$ cat src/rtl/seg_label_sink_pkg.sv
// Shared types, default widths and width helpers for the segmentation label sink
// and any other classification heads that reuse the argmax tree.
package seg_label_sink_pkg;

  // Width in bits needed to hold the values 0..n-1, never less than one bit.
  function automatic int log2w(input int n);
    int w;
    w = 1;
    while ((1 << w) < n) w++;
    return w;
  endfunction

  // Number of pairwise reduction levels needed to bring n candidates down to one.
  function automatic int tree_levels(input int n);
    int c;
    int l;
    c = n;
    l = 0;
    while (c > 1) begin
      c = (c + 1) / 2;
      l++;
    end
    return l;
  endfunction

  // Number of surviving candidates after lvl reduction levels.
  function automatic int level_count(input int n, input int lvl);
    int c;
    c = n;
    for (int k = 0; k < lvl; k++) c = (c + 1) / 2;
    return c;
  endfunction

  // Frame-buffer address width for a window of h rows by w columns.
  function automatic int addr_width(input int h, input int w);
    return log2w(h * w);
  endfunction

  localparam int UNITS_DEF     = 12;
  localparam int INT_BITW_DEF  = 5;
  localparam int FRAC_BITW_DEF = 8;
  localparam int UINT_BITW_DEF = 8;
  localparam int SCORE_W_DEF   = INT_BITW_DEF + FRAC_BITW_DEF;
  localparam int LABEL_W_DEF   = log2w(UNITS_DEF);

  // Raster tracker states: waiting for the top-left pixel, or inside a frame.
  typedef enum logic {
    WAIT_SOF = 1'b0,
    ACTIVE   = 1'b1
  } raster_state_t;

endpackage

$ cat src/rtl/seg_label_sink_argmax_tree.sv
// Registered signed argmax over UNITS scores. Each tree level halves the number
// of candidates (rounding up) and costs one clock; on equal scores the lower
// index wins so results are deterministic.
module argmax_tree
  import seg_label_sink_pkg::*;
#(
  parameter int  UNITS   = UNITS_DEF,
  parameter int  SCORE_W = SCORE_W_DEF,
  localparam int IDX_W   = log2w(UNITS),
  localparam int LEVELS  = tree_levels(UNITS)
) (
  input  logic                       clock,
  input  logic [SCORE_W*UNITS-1:0]   scores,
  output logic [IDX_W-1:0]           max_index,
  output logic signed [SCORE_W-1:0]  max_value
);

  // Level 0 is the raw input; levels 1..LEVELS are the pipeline registers.
  // The combinational view is padded to 2*UNITS so pair lookups stay in range.
  logic signed [SCORE_W-1:0] lvl_val [0:LEVELS][0:2*UNITS-1];
  logic        [IDX_W-1:0]   lvl_idx [0:LEVELS][0:2*UNITS-1];
  logic signed [SCORE_W-1:0] reg_val [1:LEVELS][0:UNITS-1];
  logic        [IDX_W-1:0]   reg_idx [1:LEVELS][0:UNITS-1];

  // Present inputs and registered levels as one uniform array for the reducer.
  always_comb begin
    for (int l = 0; l <= LEVELS; l++) begin
      for (int i = 0; i < 2 * UNITS; i++) begin
        lvl_val[l][i] = '0;
        lvl_idx[l][i] = '0;
      end
    end
    for (int i = 0; i < UNITS; i++) begin
      lvl_val[0][i] = scores[i*SCORE_W +: SCORE_W];
      lvl_idx[0][i] = IDX_W'(i);
    end
    for (int l = 1; l <= LEVELS; l++) begin
      for (int i = 0; i < UNITS; i++) begin
        lvl_val[l][i] = reg_val[l][i];
        lvl_idx[l][i] = reg_idx[l][i];
      end
    end
  end

  // Each level keeps the larger of a pair; the upper candidate must be strictly
  // greater to win, and an odd leftover passes through unchanged.
  always_ff @(posedge clock) begin
    for (int l = 1; l <= LEVELS; l++) begin
      for (int i = 0; i < UNITS; i++) begin
        if ((2 * i + 1 < level_count(UNITS, l - 1)) &&
            (lvl_val[l-1][2*i+1] > lvl_val[l-1][2*i])) begin
          reg_val[l][i] <= lvl_val[l-1][2*i+1];
          reg_idx[l][i] <= lvl_idx[l-1][2*i+1];
        end else begin
          reg_val[l][i] <= lvl_val[l-1][2*i];
          reg_idx[l][i] <= lvl_idx[l-1][2*i];
        end
      end
    end
  end

  assign max_index = reg_idx[LEVELS][0];
  assign max_value = reg_val[LEVELS][0];

endmodule

$ cat src/rtl/seg_label_sink.sv
// Terminal sink of the CNN feature-map stream: per kept pixel it writes the
// argmax label and a uint8 confidence into the frame buffer, tracks raster
// continuity and pulses frame_done with the write of the last pixel.
module seg_label_sink
  import seg_label_sink_pkg::*;
#(
  parameter int  W_HEIGHT  = 2,
  parameter int  W_WIDTH   = 3,
  parameter int  UNITS     = UNITS_DEF,
  parameter int  INT_BITW  = INT_BITW_DEF,
  parameter int  FRAC_BITW = FRAC_BITW_DEF,
  parameter int  UINT_BITW = UINT_BITW_DEF,
  localparam int SCORE_W   = INT_BITW + FRAC_BITW,
  localparam int LABEL_W   = log2w(UNITS),
  localparam int VCNT_W    = log2w(W_HEIGHT),
  localparam int HCNT_W    = log2w(W_WIDTH),
  localparam int ADDR_W    = addr_width(W_HEIGHT, W_WIDTH)
) (
  input  logic                         clock,
  input  logic                         rst,
  input  logic                         in_enable,
  input  logic [0:SCORE_W*UNITS-1]     in_y,
  input  logic [VCNT_W-1:0]            in_vcnt,
  input  logic [HCNT_W-1:0]            in_hcnt,
  output logic                         wr_en,
  output logic [ADDR_W-1:0]            wr_addr,
  output logic [LABEL_W-1:0]           wr_label,
  output logic [UINT_BITW-1:0]         wr_conf,
  output logic                         frame_done,
  output logic [15:0]                  frame_cnt,
  output logic                         seq_err
);

  localparam int LEVELS = tree_levels(UNITS);

  // Side information travelling alongside the argmax tree.
  typedef struct packed {
    logic              keep;
    logic              last;
    logic [ADDR_W-1:0] addr;
  } meta_t;

  raster_state_t               state;
  logic [VCNT_W-1:0]           exp_v;
  logic [HCNT_W-1:0]           exp_h;
  logic [VCNT_W-1:0]           adv_v;
  logic [HCNT_W-1:0]           adv_h;
  logic                        at_origin;
  logic                        at_last;
  logic                        is_expected;
  logic [ADDR_W-1:0]           pixel_addr;
  logic [SCORE_W*UNITS-1:0]    scores_flat;
  logic [LABEL_W-1:0]          win_idx;
  logic signed [SCORE_W-1:0]   win_val;
  logic [UINT_BITW-1:0]        conf;
  meta_t                       s1;
  meta_t                       dly [0:LEVELS-2];
  meta_t                       s4;

  // Repack the score bus so unit u sits at bits u*SCORE_W upward.
  always_comb begin
    scores_flat = '0;
    for (int u = 0; u < UNITS; u++) begin
      scores_flat[u*SCORE_W +: SCORE_W] = in_y[u*SCORE_W +: SCORE_W];
    end
  end

  argmax_tree #(
    .UNITS   (UNITS),
    .SCORE_W (SCORE_W)
  ) u_argmax (
    .clock     (clock),
    .scores    (scores_flat),
    .max_index (win_idx),
    .max_value (win_val)
  );

  // Position classification of the incoming pixel and the raster successor of it.
  always_comb begin
    at_origin   = (in_vcnt == '0) && (in_hcnt == '0);
    at_last     = (in_vcnt == VCNT_W'(W_HEIGHT - 1)) && (in_hcnt == HCNT_W'(W_WIDTH - 1));
    is_expected = (in_vcnt == exp_v) && (in_hcnt == exp_h);
    pixel_addr  = ADDR_W'(in_vcnt) * ADDR_W'(W_WIDTH) + ADDR_W'(in_hcnt);
    if (in_hcnt == HCNT_W'(W_WIDTH - 1)) begin
      adv_h = '0;
      adv_v = in_vcnt + VCNT_W'(1);
    end else begin
      adv_h = in_hcnt + HCNT_W'(1);
      adv_v = in_vcnt;
    end
  end

  // Raster tracker: decides keep/last per pixel and latches the sticky error.
  // A kept pixel always advances the expectation from its own position, which
  // covers both the in-order case and a restart at (0,0).
  always_ff @(posedge clock or posedge rst) begin
    if (rst) begin
      state   <= WAIT_SOF;
      exp_v   <= '0;
      exp_h   <= '0;
      s1      <= '0;
      seq_err <= 1'b0;
    end else begin
      s1.keep <= 1'b0;
      s1.last <= 1'b0;
      s1.addr <= pixel_addr;
      if (in_enable) begin
        case (state)
          WAIT_SOF: begin
            if (at_origin) begin
              s1.keep <= 1'b1;
              s1.last <= at_last;
              state   <= at_last ? WAIT_SOF : ACTIVE;
              exp_v   <= adv_v;
              exp_h   <= adv_h;
            end
          end
          ACTIVE: begin
            if (is_expected) begin
              s1.keep <= 1'b1;
              s1.last <= at_last;
              state   <= at_last ? WAIT_SOF : ACTIVE;
              exp_v   <= adv_v;
              exp_h   <= adv_h;
            end else if (at_origin) begin
              seq_err <= 1'b1;
              s1.keep <= 1'b1;
              s1.last <= at_last;
              state   <= at_last ? WAIT_SOF : ACTIVE;
              exp_v   <= adv_v;
              exp_h   <= adv_h;
            end else begin
              seq_err <= 1'b1;
              state   <= WAIT_SOF;
            end
          end
          default: state <= WAIT_SOF;
        endcase
      end
    end
  end

  // Delay the side information so it lines up with the tree output.
  always_ff @(posedge clock or posedge rst) begin
    if (rst) begin
      for (int k = 0; k <= LEVELS - 2; k++) dly[k] <= '0;
    end else begin
      dly[0] <= s1;
      for (int k = 1; k <= LEVELS - 2; k++) dly[k] <= dly[k-1];
    end
  end

  assign s4 = dly[LEVELS-2];

  // Saturating conversion of the winning fixed-point score to an unsigned byte.
  always_comb begin
    if (win_val[SCORE_W-1]) begin
      conf = '0;
    end else if (|win_val[SCORE_W-2:FRAC_BITW]) begin
      conf = '1;
    end else begin
      conf = win_val[FRAC_BITW-1:0];
    end
  end

  // Output stage: frame-buffer write, frame completion pulse and frame counter.
  always_ff @(posedge clock or posedge rst) begin
    if (rst) begin
      wr_en      <= 1'b0;
      wr_addr    <= '0;
      wr_label   <= '0;
      wr_conf    <= '0;
      frame_done <= 1'b0;
      frame_cnt  <= '0;
    end else begin
      wr_en      <= s4.keep;
      frame_done <= s4.keep && s4.last;
      if (s4.keep) begin
        wr_addr  <= s4.addr;
        wr_label <= win_idx;
        wr_conf  <= conf;
      end
      if (s4.keep && s4.last) begin
        frame_cnt <= frame_cnt + 16'd1;
      end
    end
  end

endmodule

$ cat config.mk
export PLATFORM = sky130hd
export DESIGN_NAME = seg_label_sink
export DESIGN_NICKNAME = d
export VERILOG_FILES = /design/src/rtl/seg_label_sink_pkg.sv /design/src/rtl/seg_label_sink_argmax_tree.sv /design/src/rtl/seg_label_sink.sv
export SDC_FILE = /design/constraint.sdc
export NUM_CORES = 1
export LEC_CHECK = 0
export BUFFER_PORTS_ARGS = -buffer_cell sky130_fd_sc_hd__buf_2
export CAP_MARGIN = 20
export CORE_MARGIN = 1.5
export CORE_UTILIZATION = 45
export CTS_CLUSTER_SIZE = 14
export DETAILED_ROUTE_END_ITERATION = 12
export GPL_ROUTABILITY_DRIVEN = 0
export MAX_ROUTING_LAYER = met4
export PLACE_DENSITY_LB_ADDON = 0.05
export SETUP_SLACK_MARGIN = 0.15
export SLEW_MARGIN = 0
export SYNTH_ARGS = -nofsm -noshare
export SYNTH_HDL_FRONTEND = slang
export SYNTH_SLANG_ARGS = --single-unit
$ cat constraint.sdc
create_clock -name clock -period 7 [get_ports clock]
set_clock_uncertainty 0.1 [all_clocks]
set_input_delay 1.4 -clock clock [delete_from_list [all_inputs] [get_ports clock]]
set_output_delay 1.4 -clock clock [all_outputs]
set_load 0.01 [all_outputs]
==> key figures <==
Clock network
  • Number of H-tree levels: 1
  • CTS tree: done
  • Hold buffers post-CTS: 0
  • CTS clock-pin slew for the worst setup and hold paths: 0.06 ns
  • Cts repair resizes: 0
  • CTS root buf: clkbuf_16
  • Post-CTS setup repair buffer count: 0
  • Clock latency on the worst-skew pair: 0.52 ns
  • Clock sinks: 235
  • Max clock buf depth: 3
  • Number of buffers created by CTS: 26

Logic synthesis
  • Top-area cell type share of the netlist area: 31.00%
  • Synth warn: 0
  • Sequential-to-total area share from yosys stat: 43.70%
  • Cell Area, Synth: 11,430 µm²
  • Synth Flop Type: dfxtp_1
  • Synth area leader: dfxtp_1
  • Avg Inst Size Synth: 10.86 µm²
  • Cell count after synthesis: 1,052
  • FF+latch count, synth: 235
  • Syn_nets: 1,361
  • Post-synth EDFFs: 0
  • Post-synth cell types: 63
  • Async set-reset flop share out of synthesis: 24.68%
  • Main area contributors after synthesis: dfxtp_1, ha_1, mux2_2, dfrtp_1, inv_1

STA
  • Fmax: 291.0 MHz
  • Min cycle time layout: 3.436 ns
  • Final setup violating endpoints: 0
  • Worst rel slew slack: 19.05%
  • Slew Limit Fails: 0
  • Number of hold violations in the final report: 0
  • Crit share post-route: 49.09%
  • Least-Margin Pin Slew: 1.214 ns
  • Hold slack: 0.2253 ns
  • Final TNS setup: 0 ns
  • RSZ-0062 raised after global routing: no

Floorplan
  • Die width: 162.4 µm
  • Die footprint: 26,360 µm²
  • Die Ht: 162.4 µm
  • # IOs: 196
  • Core footprint: 25,040 µm²
  • Initial core utilization: 45.65%
  • Row cnt: 58

GRT
  • Initial antenna violation count: 0
  • Gr usage total: 17.41%
  • GR Overflow Total: 0
  • Largest net degree at the start of global routing: 59
  • Vias in the first global route: 7,753
  • Global-route wire length before repair: 36,480 µm

Worst setup path
  • Kind of critical path: in -> reg
  • Worst setup EP type: flip-flop
  • Top delay family on crit path: compound AO/OA/AOI/OAI gates
  • Slowest stage delay, CP: 0.70 ns
  • Startpoint type of the worst setup path: primary input
  • CP max-delay cell: a31oi_2
  • Required time worst endpoint: 7.30 ns
  • Crit path max fanout: 14
  • CP Cell Sequence: buf_2 -> ha_1 -> a21o_1 -> a211o_1 -> or3_1 -> a31oi_2 -> mux2_2
  • Buf/Inv on CP: 1
  • R2R setup slack: 3.93 ns
  • Worst EP arrival: 3.73 ns

Drt
  • Final wirelength: 21,680 µm
  • Vias per cell: 4.796
  • Wire length per cell: 13.46 µm
  • Final ANT Viol Nets: 0
  • First-pass DRT Iterations: 4
  • Drt drc: 0
  • Via count: 7,727
  • DRT iter0 DRCs: 341

Hold path
  • Worst hold path type: reg -> reg

Run status
  • Outcome: completed

Power
  • Power density over the cells: 336.5 nW/µm²
  • Peak supply drop: 0.2100 mV
  • Lkg Pwr: 0.006952 µW

Placement
  • HPWL Detailed: 17,000 µm
  • IO buf count: 195
  • Placed instance count: 1,562

Cells and area
  • Nets: 1,572
  • Area delta synth->final: 19.21%
  • Finished Layout Cells: 1,611
  • Inserted Diodes: 0
  • Most common cell after layout, fill and taps aside: buf_2
  • Share of cells above drive strength 1: 33.10%
  • Most frequent cells in the layout: buf_2, dfxtp_1, inv_1, mux2_2, ha_1

Run
  • Max-cap violations: 0
worst register-to-register path, stage by stage, from the launching register on:
cell	delay (ns)
dfxtp_1	0.33
inv_1	0.05
ha_1	0.29
nand4_1	0.11
nor3_1	0.29
a221oi_1	0.14
a222oi_1	0.95
buf_4	0.34
mux2_2	0.35
synth_stat cells, drive strengths merged (2+ instances only):
cell and instances:
dfxtp 177, inv 169, mux2 163, ha 146
dfrtp 58, a21oi 44, nor2 39, nand2 35
nand3 29, nand4 28, a21o 18, buf 16
o21ai 15, and3 14, xnor2 14, nor2b 7
and4 6, a211o 5, a221oi 4, a31o 4
and2 4, nor3 4, o211ai 4, or3 4
xor2 4, a31oi 3, clkbuf 3, nor3b 3
a21boi 2, a221o 2, a222oi 2, a2bb2oi 2
mux2i 2, nand2b 2, o221ai 2, o22ai 2
o2bb2ai 2, or4 2
where the power goes:
group          total [µW]  switching, µW  internal [µW]
sequential           1880            179           1700
clock                1340            518            824
combinational        1370            643            724
total                4590           1340           3250
layer usage:
metal	GRT usage, %	part of all wire, %
met1	23.06	49
met2	28.22	45
met3	2.343	4.3
met5	-	0
met4	4.254	1.5
sequential cells by signal, summed over array words and instances, names as in the netlist:
signal and cells:
wr_addr 3, seq_err 1, exp_h 2, u_argmax.reg_idx 21, wr_conf 8, s1 5
state 1, wr_en 1, frame_done 1, u_argmax.reg_val 156, exp_v 1, frame_cnt 16
dly 15, wr_label 4
through the flow:
stage / instance area (µm²) / util (%) / power, µW / setup slack, ns
3_5_place_dp: 12720 / 50.82 / 3279 / 2.846
5_1_grt: 13630 / 54.42 / 4912 / 3.409
2_1_floorplan: 11430 / - / 2907 / 3.489
6_report: 13630 / 54.42 / 4585 / 3.564
3_3_place_gp: 12720 / 50.82 / 3265 / 2.915
4_1_cts: 13600 / 54.30 / 4657 / 3.382
cell type report:
type / instances / area, µm²
clock buffers: 38 / 798.3
fillers: 2268 / 11410
well taps: 330 / 412.9
multi-input cells: 629 / 5675
repair buffers: 202 / 1036
clock inverters: 8 / 73.82
flip-flops and latches: 235 / 4995
inverters: 169 / 634.4
final timing paths:
check,end,start,depth (start not counted)
worst max-delay path,u_argmax.reg_val[0][151],in_y[15],7
worst min-delay path,u_argmax.reg_val[0][292],u_argmax.reg_val[0][201],0
worst max register to register,u_argmax.reg_val[0][211],u_argmax.reg_val[0][129],8
worst min register to register,u_argmax.reg_val[0][292],u_argmax.reg_val[0][201],0
max in group asynchronous,wr_label[2],rst,3
min in group asynchronous,dly[10],rst,3
cell families (layout without fill, tap and decap cells):
group,count (synthesis),in the layout,share of synthesized area [%]
simple gates,178,178,8.210
buf+inv,188,417,6.645
xor+xnor,18,18,1.379
fa+ha+maj,147,147,16.16
mux,165,165,16.50
flops,235,235,43.70
compound gates,121,121,7.411
Note: power is estimated with default switching activity, not from simulation.
